**src/rtl/uart_mon_pkg.sv**
```systemverilog
// Shared types for the UART frame monitor: deframer states, parity-mode
// encodings and the capture FIFO entry layout.
package uart_mon_pkg;

   typedef enum logic [2:0] {
      ST_IDLE,
      ST_START,
      ST_DATA,
      ST_PARITY,
      ST_STOP,
      ST_WAIT_IDLE
   } mon_state_t;

   localparam int PARITY_NONE = 0;
   localparam int PARITY_EVEN = 1;
   localparam int PARITY_ODD  = 2;

   // Widest legal frame payload; narrower frames are zero-extended.
   localparam int MAX_DATA_BITS = 9;

   typedef struct packed {
      logic [MAX_DATA_BITS-1:0] data;
      logic                     perr;
      logic                     ferr;
      logic                     brk;
   } mon_entry_t;

endpackage

```
**src/rtl/uart_mon_fifo.sv**
```systemverilog
// First-word-fall-through capture FIFO with sticky overflow and a
// saturating dropped-frame counter.
module uart_mon_fifo
   import uart_mon_pkg::*;
#(
   parameter int DEPTH = 8
) (
   input  logic       clk,
   input  logic       rst,
   input  logic       push,
   input  mon_entry_t push_entry,
   input  logic       ready,
   output logic       valid,
   output mon_entry_t head,
   output logic       overflow,
   output logic [15:0] drop_cnt
);
   localparam int AW = $clog2(DEPTH);

   mon_entry_t      mem [DEPTH];
   logic [AW-1:0]   wr_ptr;
   logic [AW-1:0]   rd_ptr;
   logic [AW:0]     count;
   logic            full;
   logic            pop;
   logic            accept;
   logic            drop;

   assign full   = (count == (AW+1)'(DEPTH));
   assign valid  = (count != '0);
   assign pop    = valid && ready;
   // A full FIFO still takes a push when the head leaves in the same cycle.
   assign accept = push && (!full || pop);
   assign drop   = push && full && !pop;
   assign head   = valid ? mem[rd_ptr] : '0;

   // NOTE: the storage array is deliberately not reset; count and pointers
   // alone decide which words are live, and head is masked while empty.
   always_ff @(posedge clk) begin
      if (accept) mem[wr_ptr] <= push_entry;
   end

   // NOTE: sequential state uses non-blocking assignments so every register
   // sees the pre-edge value of every other register.
   always_ff @(posedge clk) begin
      if (rst) begin
         wr_ptr   <= '0;
         rd_ptr   <= '0;
         count    <= '0;
         overflow <= 1'b0;
         drop_cnt <= '0;
      end else begin
         if (accept) wr_ptr <= wr_ptr + 1'b1;
         if (pop)    rd_ptr <= rd_ptr + 1'b1;
         case ({accept, pop})
            2'b10:   count <= count + 1'b1;
            2'b01:   count <= count - 1'b1;
            default: count <= count;
         endcase
         if (drop) begin
            overflow <= 1'b1;
            if (drop_cnt != 16'hFFFF) drop_cnt <= drop_cnt + 1'b1;
         end
      end
   end

endmodule

```
**src/rtl/uart_frame_monitor.sv**
```systemverilog
// Passive UART line monitor: synchronises the line, deframes characters and
// captures {data, perr, ferr, break} per frame into a FWFT FIFO.
module uart_frame_monitor
   import uart_mon_pkg::*;
#(
   parameter int DATA_BITS    = 8,
   parameter int PARITY_MODE  = 0,
   parameter int STOP_BITS    = 1,
   parameter int CLKS_PER_BIT = 16,
   parameter int FIFO_DEPTH   = 8
) (
   input  logic                 clk,
   input  logic                 rst,
   input  logic                 enable,
   input  logic                 line_i,
   output logic                 m_valid,
   input  logic                 m_ready,
   output logic [DATA_BITS-1:0] m_data,
   output logic                 m_perr,
   output logic                 m_ferr,
   output logic                 m_break,
   output logic                 overflow,
   output logic [15:0]          drop_cnt,
   output logic                 busy
);
   localparam int CW   = $clog2(CLKS_PER_BIT);
   localparam int HALF = CLKS_PER_BIT / 2;

   mon_state_t           state, state_next;
   logic                 sync_q1, sync_q2, line_d, line_s;
   logic [CW-1:0]        cnt;
   logic [3:0]           bit_idx;
   logic                 stop_idx;
   logic [DATA_BITS-1:0] shreg;
   logic                 par_q, ferr_q, first_low_q;
   logic                 bit_tick, last_stop, push;
   logic                 first_low, perr_now, brk_now;
   mon_entry_t           push_entry, head;
   logic                 unused_head_bits;

   assign line_s    = sync_q2;
   assign busy      = (state != ST_IDLE);
   // Start bit is checked mid-bit; every later bit one full period after.
   assign bit_tick  = (state == ST_START) ? (cnt == CW'(HALF))
                                          : (cnt == CW'(CLKS_PER_BIT - 1));
   assign last_stop = (STOP_BITS == 1) || stop_idx;
   assign first_low = stop_idx ? first_low_q : ~line_s;
   assign perr_now  = (PARITY_MODE == PARITY_EVEN) ?  (^{shreg, par_q}) :
                      (PARITY_MODE == PARITY_ODD)  ? ~(^{shreg, par_q}) : 1'b0;
   assign brk_now   = (shreg == '0) && ((PARITY_MODE == PARITY_NONE) || !par_q)
                      && first_low;

   assign push_entry.data = MAX_DATA_BITS'(shreg);
   assign push_entry.perr = perr_now;
   assign push_entry.ferr = ferr_q | ~line_s;
   assign push_entry.brk  = brk_now;

   // NOTE: every output of this block gets a default first, so no path can
   // leave a value unassigned and infer a latch.
   always_comb begin
      state_next = state;
      push       = 1'b0;
      if (!enable) begin
         state_next = ST_IDLE;
      end else begin
         case (state)
            ST_IDLE:      if (line_d && !line_s) state_next = ST_START;
            ST_START:     if (bit_tick) state_next = line_s ? ST_IDLE : ST_DATA;
            ST_DATA:      if (bit_tick && bit_idx == 4'(DATA_BITS - 1))
                             state_next = (PARITY_MODE != PARITY_NONE) ? ST_PARITY : ST_STOP;
            ST_PARITY:    if (bit_tick) state_next = ST_STOP;
            ST_STOP:      if (bit_tick && last_stop) begin
                             push       = 1'b1;
                             state_next = line_s ? ST_IDLE : ST_WAIT_IDLE;
                          end
            ST_WAIT_IDLE: if (line_s) state_next = ST_IDLE;
            default:      state_next = ST_IDLE;
         endcase
      end
   end

   always_ff @(posedge clk) begin
      if (rst) begin
         state       <= ST_IDLE;
         sync_q1     <= 1'b1;
         sync_q2     <= 1'b1;
         line_d      <= 1'b1;
         cnt         <= '0;
         bit_idx     <= '0;
         stop_idx    <= 1'b0;
         shreg       <= '0;
         par_q       <= 1'b0;
         ferr_q      <= 1'b0;
         first_low_q <= 1'b0;
      end else begin
         state   <= state_next;
         sync_q1 <= line_i;
         sync_q2 <= sync_q1;
         line_d  <= sync_q2;
         cnt     <= (state == ST_IDLE || bit_tick) ? '0 : cnt + 1'b1;
         if (bit_tick) begin
            case (state)
               ST_START: begin
                  bit_idx  <= '0;
                  stop_idx <= 1'b0;
                  par_q    <= 1'b0;
                  ferr_q   <= 1'b0;
               end
               ST_DATA: begin
                  shreg   <= {line_s, shreg[DATA_BITS-1:1]};
                  bit_idx <= bit_idx + 1'b1;
               end
               ST_PARITY: par_q <= line_s;
               ST_STOP: begin
                  if (!line_s) ferr_q <= 1'b1;
                  if (!stop_idx) first_low_q <= ~line_s;
                  stop_idx <= 1'b1;
               end
               default: ;
            endcase
         end
      end
   end

   uart_mon_fifo #(.DEPTH(FIFO_DEPTH)) u_fifo (
      .clk        (clk),
      .rst        (rst),
      .push       (push),
      .push_entry (push_entry),
      .ready      (m_ready),
      .valid      (m_valid),
      .head       (head),
      .overflow   (overflow),
      .drop_cnt   (drop_cnt)
   );

   assign m_data           = head.data[DATA_BITS-1:0];
   assign m_perr           = head.perr;
   assign m_ferr           = head.ferr;
   assign m_break          = head.brk;
   assign unused_head_bits = ^head.data;

endmodule

```
**config.mk**
```make
export PLATFORM = sky130hd
export DESIGN_NAME = uart_frame_monitor
export DESIGN_NICKNAME = d
export VERILOG_FILES = /design/src/rtl/uart_mon_pkg.sv /design/src/rtl/uart_mon_fifo.sv /design/src/rtl/uart_frame_monitor.sv
export SDC_FILE = /design/constraint.sdc
export NUM_CORES = 1
export LEC_CHECK = 0
export CAP_MARGIN = 25
export CORE_ASPECT_RATIO = 0.7
export CORE_MARGIN = 1.5
export CORE_UTILIZATION = 45
export DETAILED_ROUTE_END_ITERATION = 6
export PLACE_DENSITY = 0.66
export SYNTH_ARGS = -nofsm -noshare
export SYNTH_HDL_FRONTEND = slang
export SYNTH_SLANG_ARGS = --single-unit
```
**constraint.sdc**
```tcl
create_clock -name clk -period 2.8 [get_ports clk]
set_clock_uncertainty 0.2 [all_clocks]
set_input_delay 0.56 -clock clk [delete_from_list [all_inputs] [get_ports clk]]
set_output_delay 0.56 -clock clk [all_outputs]
set_load 0.1 [all_outputs]
```
Yosys cells after proc, flatten, opt, wreduce, memory -nomap -nowiden. Memories as Yosys holds them, arrays and structs flattened. A register that Yosys moved wholly into a read port is not among the register bits. Cells that the tools add are included.

Flip-flop bits (word level): 52. Memory bits (writable): 80. Output and inout bits: 30. Word-level logic and storage cells: 97. Memories kept: 1.

Add/sub/neg operators: 7. Eq/ne operators: 19. Mux-type cells: 24. Bitwise operators: 3. Reduce and logical (&&, ||, !) cells: 28.

Memories: u_fifo.mem (depth 8, bits a word 10, rd ports 1, clocked after Yosys merged registers in 1, write ports 1, line uart_mon_fifo.sv:20) `mon_entry_t mem [DEPTH];`.

Operators with widths (count): $mux W3 (9); $pmux W3 S6 (1); $add A16 B1 Y16 const B (1); $ne A16 B16 Y1 const B (1); $pmux W4 S2 (2); $ne A2 B2 Y1 const B (7); $add A4 B1 Y4 const B (3); $eq A4 B4 Y1 const B (3); $mux W11 (1); $reduce_and A2 Y1 (5); $logic_not A8 Y1 (1); $mux W1 (8); $logic_and A1 B1 Y1 (7); $add A3 B1 Y3 const B (2); $eq A3 B2 Y1 const B (2); $eq A3 B3 Y1 const B (2); $reduce_and A6 Y1 (1); $reduce_bool A2 Y1 (3); $eq A4 B3 Y1 const B (1); $pmux W1 S2 (2); $reduce_bool A4 Y1 (1); $reduce_or A2 Y1 (2); $sub A4 B1 Y4 const B (1); $eq A3 B1 Y1 const B (1); 10 further kinds (14).

Depth between registers and ports, before layout. Gate-level depths: netlist of the first run.

Word-level depth: 8. Mapped depth: 11. Mapped depth without buffers: 10.

Cells and area by module. A second synthesis of the first run with hierarchy kept.

Cell total of the unflattened synthesis: 489. Area total of the unflattened synthesis: 6388.6 um^2.

By module, submodules not included: uart_mon_fifo (times used 1, cells each 347, area an instance 5218.8 um^2, seq. area each 3483.3 um^2); uart_frame_monitor (times used 1, cells each 142, area an instance 1169.9 um^2, seq. area each 500.5 um^2).

Worst setup path after synthesis of the first run. Ideal clock, no wire load.

Path kind: reg-to-output. From: reg (tool-made name). To: out m_break. Arrival time: 2.217 ns. Data required time: 2.040 ns. Slack: -0.177 ns. Cell stages (with the launch flop): 5. Buffers on the path: 1. Cell sequence: dfxtp_1 clkbuf_1 mux4_2 mux2i_1 nor2_1.

RTL lines: end, declared (line uart_frame_monitor.sv:21) `output logic m_break,`.

==> results of run 1 <==
## layer usage
| metal | global-route usage | routed length, µm | part of all wire | up-vias |
|---|---|---|---|---|
| li1 | - | - | - | 1813 |
| met1 | 0.272 | 5700 | 0.50 | 1818 |
| met4 | 0.0559 | 136 | 0.012 | 0 |
| met2 | 0.269 | 5100 | 0.45 | 48 |
| met3 | 0.0516 | 387 | 0.034 | 14 |
| met5 | 0 | 0 | 0 | - |
## cell usage after synthesis (2+ instances only)
| cell | count | area (µm²) |
|---|---|---|
| sky130_fd_sc_hd__xnor2_1 | 10 | 87.6 |
| sky130_fd_sc_hd__mux4_2 | 20 | 450 |
| sky130_fd_sc_hd__nand4_2 | 2 | 25.0 |
| sky130_fd_sc_hd__o31ai_1 | 2 | 15.0 |
| sky130_fd_sc_hd__nor2_1 | 52 | 195 |
| sky130_fd_sc_hd__inv_1 | 9 | 33.8 |
| sky130_fd_sc_hd__ha_1 | 8 | 100 |
| sky130_fd_sc_hd__or3_1 | 3 | 18.8 |
| sky130_fd_sc_hd__buf_4 | 2 | 15.0 |
| sky130_fd_sc_hd__nor2b_1 | 2 | 12.5 |
| sky130_fd_sc_hd__nor3_1 | 12 | 60.1 |
| sky130_fd_sc_hd__o21ai_0 | 8 | 40.0 |
| sky130_fd_sc_hd__nand3b_1 | 2 | 15.0 |
| sky130_fd_sc_hd__and3_1 | 2 | 12.5 |
| sky130_fd_sc_hd__a211oi_1 | 3 | 22.5 |
| sky130_fd_sc_hd__a311oi_1 | 3 | 26.3 |
| sky130_fd_sc_hd__nand3_1 | 9 | 45.0 |
| sky130_fd_sc_hd__nand2_1 | 40 | 150 |
| sky130_fd_sc_hd__clkbuf_1 | 13 | 48.8 |
| sky130_fd_sc_hd__and2b_2 | 2 | 17.5 |
| sky130_fd_sc_hd__a21oi_1 | 27 | 135 |
| sky130_fd_sc_hd__nor4_1 | 6 | 37.5 |
| sky130_fd_sc_hd__and4_1 | 2 | 17.5 |
| sky130_fd_sc_hd__nand2b_1 | 9 | 56.3 |
| sky130_fd_sc_hd__and2_1 | 2 | 12.5 |
| sky130_fd_sc_hd__edfxtp_1 | 80 | 2400 |
| sky130_fd_sc_hd__mux2i_1 | 13 | 130 |
| sky130_fd_sc_hd__or4_1 | 4 | 30.0 |
| sky130_fd_sc_hd__nand4_1 | 7 | 43.8 |
| sky130_fd_sc_hd__xor2_1 | 8 | 70.1 |
| sky130_fd_sc_hd__or2_2 | 3 | 18.8 |
| sky130_fd_sc_hd__dfxtp_1 | 55 | 1100 |
| sky130_fd_sc_hd__buf_2 | 2 | 10.0 |
## where the power goes
part | total, W | switching, W | internal (W)
combinational | 0.0000542 | 0.0000369 | 0.0000173
sequential | 0.00209 | 0.00000310 | 0.00209
clock | 0.00247 | 0.000811 | 0.00166
## flip-flops by register name, summed over array words and instances (netlist names), 3 cells and up, named ones only
name	count
u_fifo.mem	80
bit_idx	4
shreg	8
u_fifo.count	4
state	3
cnt	4
u_fifo.rd_ptr	3
u_fifo.drop_cnt	16
u_fifo.wr_ptr	3
## cells by family after synthesis
| kind of cell | count (synthesis) | synth area share |
|---|---|---|
| muxes | 34 | 0.104 |
| xor gates and xnor gates | 18 | 0.0276 |
| other | 1 | 0.000657 |
| AOI/OAI and AO/OA | 56 | 0.0640 |
| buffers and inverters | 28 | 0.0215 |
| and+or+nand+nor | 169 | 0.152 |
| adders and majority gates | 8 | 0.0175 |
| DFF | 135 | 0.613 |
## worst reg2reg max path, delay by kind of cell (launching register included)
family / cells / cell delay (ps)
xor gates and xnor gates: 2 / 330
AOI/OAI and AO/OA: 3 / 490
DFF: 1 / 310
buffers and inverters: 1 / 120
adders and majority gates: 2 / 400
and+or+nand+nor: 2 / 740
## repair_timing
action / CTS / global route
cloned: 0 / 1
resized for setup: 3 / 2
setup buffers: 1 / 0
hold endpoints to repair: 0 / 0
pin swaps: 4 / 0
setup endpoints to repair: 1 / 6
hold buffers: 0 / 0
## metrics by stage
stage	setup TNS, ps	hold slack, ps	instance area [µm²]	setup WS [ps]	instances
final	0	213	7230	69.3	692
after global routing	-12.6	234	7230	-9.47	692
after CTS	0	218	7200	1.33	691
after detailed placement	-1470	198	6530	-427	659
after global placement	-609	200	6530	-333	659
after floorplan	0	189	5740	2.50	449
## final cells by class
class                           count  share of cell area
Sequential cell                   135               0.486
Clock inverter                     13              0.0315
Clock buffer                       18              0.0594
Inverter                            9             0.00467
Timing Repair Buffer               69              0.0961
Multi-Input combinational cell    286               0.295
Tap cell                          162              0.0280
## worst paths after layout
check / to / slack (ps) / cells after the start
max: m_data[5] / 70 / 5
min: line_s$_SDFF_PP1_ / 210 / 1
max reg2reg: u_fifo.count[2]$_SDFFE_PP0P_ / 150 / 10
min reg2reg: line_s$_SDFF_PP1_ / 210 / 1
==> summary.log, run 1 <==
qor: die.die_height 97.3 µm
qor: die.floorplan.io_pins 35
qor: cells_and_area.fillers 983
qor: critical_path.critical-path-top-delay-family multiplexers
qor: die.design.die.area 13400 µm²
qor: cells_and_area.fin_util 0.584
qor: grt.antenna_found_initial 0
qor: drt.wl 11.3 mm
qor: critical_path.worstPathBufferInverterCount 2
qor: timing.finalHoldViolCount 0
qor: cells_and_area.mostFrequentLayoutCells sky130_fd_sc_hd__edfxtp_1, sky130_fd_sc_hd__buf_4, sky130_fd_sc_hd__dfxtp_1
qor: drt.drt_iter0_markers 261
qor: clocking.clkSinkCount 135
qor: min_path.hold_path.startpoint sync_q1$_SDFF_PP1_
qor: die.core_area 12400 µm²
qor: clocking.cts_tree yes
qor: logic_synthesis.synth_area_per_cell 12.7 µm²
qor: placement.place.gp.congestion 0.829
qor: job.max_cap_violations 0
qor: critical_path.timing.critical_path.cells buf_12, mux4_2, mux2i_1, nor2_2, buf_12
qor: logic_synthesis.mappedNetlistArea 5710 µm²
qor: critical_path.worst-endpoint-required 2040 ps
qor: placement.hpwl 7.56 mm
qor: logic_synthesis.number_of_enable_flip_flop_cells_after_synthesis 80
qor: clocking.cts_made_buffers 17
qor: drt.drt_first_pass_iters 4
qor: cells_and_area.layout_commonest_cell sky130_fd_sc_hd__edfxtp_1
qor: grt.grt_start_max_net_pins 26
qor: logic_synthesis.synth_flop_cell sky130_fd_sc_hd__edfxtp_1
qor: timing.final_clock_period_utilization_by_the_worst_path 0.975
qor: logic_synthesis.post_synth_num_cell_types 60
qor: critical_path.timing.critical_path.mode_cell sky130_fd_sc_hd__buf_12
qor: logic_synthesis.yosysSeqAreaShare 0.613
qor: clocking.clock_insertion_delay_at_the_later_pin_of_the_skew_report 410 ps
qor: critical_path.worst_setup_path_end_kind output port
qor: cells_and_area.multi_input_comb_area 2130 µm²
qor: critical_path.worstSetupPathType reg -> out
qor: die.initial_util 0.461
qor: run_status.status complete, no violations
qor: critical_path.crit_path_max_fanout 10
qor: cells_and_area.ff_latch_area 3510 µm²
qor: critical_path.crit_path_top_delay_cell sky130_fd_sc_hd__mux4_2
qor: power.power 0.00462 W
qor: critical_path.critical_register_to_register_path_startpoint state[0]$_SDFFE_PP0P_
qor: grt.grt_pass1_vias 3692
qor: die.rows 34
qor: critical_path.critPathMaxStageDelay 510 ps
qor: critical_path.worst_path_arrival 1970 ps
qor: drt.drc_errors 0
qor: drt.num_vias 3693
qor: clocking.cts.path.max_buffers 2
qor: power.leakagePower 2.48 nW
qor: grt.global_route.usage.total 0.186
qor: drt.vias_per_cell 5.34
qor: cells_and_area.final_antenna_diode_count 0
qor: cells_and_area.area.growth.synth_to_final 26.6%
qor: timing.finalCriticalPeriod 2730 ps
qor: grt.grt_pass1_wl 18.9 mm
qor: power.irDropWorstVdd 0.444 mV
qor: die.dieWidth 138 µm
qor: min_path.worst_hold_path_type reg -> reg
qor: placement.port_buffers 33
qor: timing.max-slew-margin-rel 0.620
qor: logic_synthesis.postSynth.asyncResetShare 0
qor: power.power.density 639 nW/µm²
qor: logic_synthesis.syn_nets 462
qor: cells_and_area.layout-drive-gt1-share 0.283
qor: drt.avgRoutedWirePerCell 16.4 µm
qor: logic_synthesis.post_synth_inst_count 449
qor: grt.grt.overflow.total 0
qor: timing.drv_slew 0
qor: logic_synthesis.ys_seq_elements 135
qor: timing.final-setup-viol-count 0
qor: clocking.cts_root_buf sky130_fd_sc_hd__clkbuf_16
qor: clocking.cts.htree.levels 4
qor: logic_synthesis.synthesis.yosys.warnings 0
qor: timing.fmaxAchievable 366 MHz
qor: critical_path.worstSetupStartpointType flip-flop
qor: cells_and_area.layout.nets 531
qor: clocking.clkTransAtPathRegs 60 ps
qor: drt.drt.antenna.violating_nets 0
qor: timing.timing_worst_slew_pin_value 568 ps
(Power assumes the default switching activity.)
==> run 2: changes to the inputs <==
--- a/config.mk
+++ b/config.mk
@@ -5,6 +5,7 @@
 export SDC_FILE = /design/constraint.sdc
 export NUM_CORES = 1
 export LEC_CHECK = 0
+export ABC_AREA = 1
 export CAP_MARGIN = 25
 export CORE_ASPECT_RATIO = 0.7
 export CORE_MARGIN = 1.5
==> run 2 against run 1 <==
Net effect:
- combinational power grew to 61 times the previous value
- sequential power increased by 7%
- sequential share of layout area decreased by 1.4 points
- core utilization is 0.70 points higher
- sequential cell count unchanged
==> summary.log, run 2 <==
qor: drt.vias_per_cell 5.38
qor: logic_synthesis.post_synth_inst_count 621
qor: cells_and_area.final_antenna_diode_count 0
qor: critical_path.worst_path_arrival 1950 ps
qor: logic_synthesis.yosys.area.top_type_share 0.409
qor: power.power.density 1050 nW/µm²
qor: logic_synthesis.main_area_contributors_after_synthesis sky130_fd_sc_hd__edfxtp_1, sky130_fd_sc_hd__dfxtp_1, sky130_fd_sc_hd__nor2_1
qor: job.max_cap_violations 0
qor: cells_and_area.area.growth.synth_to_final 26.7%
qor: logic_synthesis.synth_flop_cell sky130_fd_sc_hd__edfxtp_1
qor: timing.finalHoldViolCount 0
qor: logic_synthesis.yosysSeqAreaShare 0.597
qor: clocking.cts_tree yes
qor: placement.port_buffers 33
qor: die.initial_util 0.466
qor: logic_synthesis.synthesis.yosys.warnings 0
qor: die.floorplan.io_pins 35
qor: timing.fmaxAchievable 369 MHz
qor: cells_and_area.largest_registers u_fifo.mem x80, u_fifo.drop_cnt x16, shreg x8
qor: logic_synthesis.synth_area_per_cell 9.45 µm²
qor: critical_path.crit_path_max_fanout 20
qor: grt.grt_pass1_vias 4352
qor: clocking.clkSinkCount 135
qor: grt.grt.overflow.total 0
qor: critical_path.critical_register_to_register_path_startpoint state[0]$_SDFFE_PP0P_
qor: cells_and_area.layout-drive-gt1-share 0.187
qor: grt.antenna_found_initial 0
qor: die.die_height 98.6 µm
qor: cells_and_area.layout_commonest_cell sky130_fd_sc_hd__nor2_1
qor: critical_path.worstSetupPathType reg -> out
qor: critical_path.timing.critical_path.mode_cell sky130_fd_sc_hd__buf_12
qor: clocking.clkTransAtPathRegs 60 ps
qor: cells_and_area.fin_util 0.591
qor: critical_path.timing.critical_path.cells inv_2, buf_12, nor2_1, o22ai_1, o21ai_2, a31oi_4, buf_12
qor: timing.hold_slack 205 ps
qor: logic_synthesis.ys_top_cells_by_count sky130_fd_sc_hd__nor2_1, sky130_fd_sc_hd__edfxtp_1, sky130_fd_sc_hd__nand2_1, sky130_fd_sc_hd__o21ai_0
qor: placement.hpwl 9.47 mm
qor: cells_and_area.mostFrequentLayoutCells sky130_fd_sc_hd__nor2_1, sky130_fd_sc_hd__edfxtp_1, sky130_fd_sc_hd__nand2_1
qor: die.design.die.area 13800 µm²
qor: drt.num_vias 4582
qor: critical_path.worst-endpoint-required 2040 ps
qor: logic_synthesis.post_synth_num_cell_types 36
qor: logic_synthesis.mappedNetlistArea 5870 µm²
qor: timing.finalCriticalPeriod 2710 ps
qor: drt.drc_errors 0
qor: timing.final_clock_period_utilization_by_the_worst_path 0.968
qor: clocking.cts.htree.levels 4
qor: placement.place.gp.congestion 0.882
qor: logic_synthesis.ys_seq_elements 135
qor: logic_synthesis.netlist.top_cell.by_area sky130_fd_sc_hd__edfxtp_1
qor: critical_path.worst_setup_path_end_kind output port
qor: die.core_area 12600 µm²
qor: critical_path.critPathMaxStageDelay 370 ps
qor: drt.avgRoutedWirePerCell 16.3 µm
qor: power.irDropWorstVdd 0.691 mV
qor: drt.drt_first_pass_iters 5
qor: clocking.cts_root_buf sky130_fd_sc_hd__clkbuf_16
qor: grt.grt_pass1_wl 22.2 mm
qor: clocking.cts.path.max_buffers 2
qor: timing.timing_worst_slew_pin_value 572 ps
qor: timing.drv_slew 0
qor: cells_and_area.largest_register_ff_count 80
qor: cells_and_area.layout.nets 690
qor: clocking.cts_made_buffers 17
qor: run_status.status complete, no violations
qor: power.leakagePower 2.69 nW
qor: critical_path.reg2regPathDepth 13
qor: logic_synthesis.syn_nets 634
qor: timing.max-slew-margin-rel 0.618
qor: clocking.postCtsHoldBufs 0
qor: logic_synthesis.most_instantiated_library_cell_after_synthesis sky130_fd_sc_hd__nor2_1
qor: cells_and_area.max_flop_register u_fifo.mem
qor: drt.drt_iter0_markers 485
qor: clocking.clock_insertion_delay_at_the_later_pin_of_the_skew_report 410 ps
qor: min_path.worst_hold_path_type reg -> reg
qor: critical_path.rrSetupSlack 340 ps
qor: timing.final-setup-viol-count 0
qor: die.rows 34
qor: min_path.hold_path_depth 1
qor: logic_synthesis.postSynth.asyncResetShare 0
qor: logic_synthesis.number_of_enable_flip_flop_cells_after_synthesis 80
qor: grt.global_route.usage.total 0.208
qor: min_path.min_to line_s$_SDFF_PP1_
qor: drt.wl 13.9 mm
qor: critical_path.worstSetupStartpointType flip-flop
qor: critical_path.crit_path_top_delay_cell sky130_fd_sc_hd__dfxtp_4
qor: die.dieWidth 140 µm
qor: min_path.hold_path.startpoint sync_q1$_SDFF_PP1_
qor: drt.drt.antenna.violating_nets 0
qor: grt.grt_start_max_net_pins 41
qor: critical_path.crit-reg2reg-capture u_fifo.count[2]$_SDFFE_PP0P_
-- run 2: cell types whose count changed after synthesis, sizes merged, moves of 11 or more --
cell,change
a21oi,+11
mux4,-20
nor2,+54
o21ai,+67
nand2,+39
mux2i,-13
nand3,+17
inv,+48
-- run 2: worst max path at each step --
stage	start	endpoint	slack, ps
finish	flip-flop	m_data[2]	90
global route	flip-flop	m_data[2]	-10
CTS	flip-flop	m_data[0]	5
detailed placement	m_ready	u_fifo.count[3]$_SDFFE_PP0P_	50
global placement	m_ready	u_fifo.count[3]$_SDFFE_PP0P_	100
floorplan	u_fifo.count[1]$_SDFFE_PP0P_	m_break	4
-- run 2: cell type report --
cell class                      instances  area (µm²)
Tap cell                              162         203
Multi-Input combinational cell        406        2240
Sequential cell                       135        3510
Clock inverter                         14         183
Fill cell                            1055        5150
Timing Repair Buffer                   60         653
Clock buffer                           18         429
Inverter                               57         218
-- run 2: kinds of logic after synthesis --
logic type,count (synthesis),share of synthesized area
buf+inv,80,0.0539
other cells,1,0.000639
compound gates,134,0.119
flops,135,0.597
xor+xnor,11,0.0164
simple gates,252,0.196
fa+ha+maj,8,0.0171
-- run 2: worst max-delay path, delay by kind of cell (launching register included) --
family,cells,cell delay [ps]
AO/OA/AOI/OAI,3,640
buffers and inverters,3,480
flip-flops,1,370
AND/OR/NAND/NOR,1,50
-- run 2: through the flow --
stage | area, µm² | total power (W) | TNS (ps) | worst slack, ps | cells
after detailed placement | 6720 | 0.00537 | 0 | 54.6 | 818
final | 7440 | 0.00783 | 0 | 90.6 | 852
after global routing | 7440 | 0.00814 | -14.8 | -14.8 | 852
after CTS | 7380 | 0.00773 | 0 | 5.42 | 851
after global placement | 6720 | 0.00534 | 0 | 99.3 | 818
after floorplan | 6010 | 0.00433 | 0 | 3.63 | 621
-- run 2: per-layer routing --
metal	part of all wire	track usage
met2	0.46	0.321
met4	0.0097	0.0475
met5	0	0
met3	0.064	0.0432
met1	0.47	0.304
-- run 2: report_power, final --
part / internal, W / leakage (nW) / switching [W]
clock: 0.00148 / 0.289 / 0.000830
combinational: 0.00112 / 1.29 / 0.00217
sequential: 0.00215 / 1.11 / 0.0000800
-- run 2: repair_timing --
item,4_1_cts,5_1_grt
gates resized for setup,11,18
setup endpoints to repair,10,10
gates cloned,0,1
pin swaps,1,1
buffers inserted,1,0
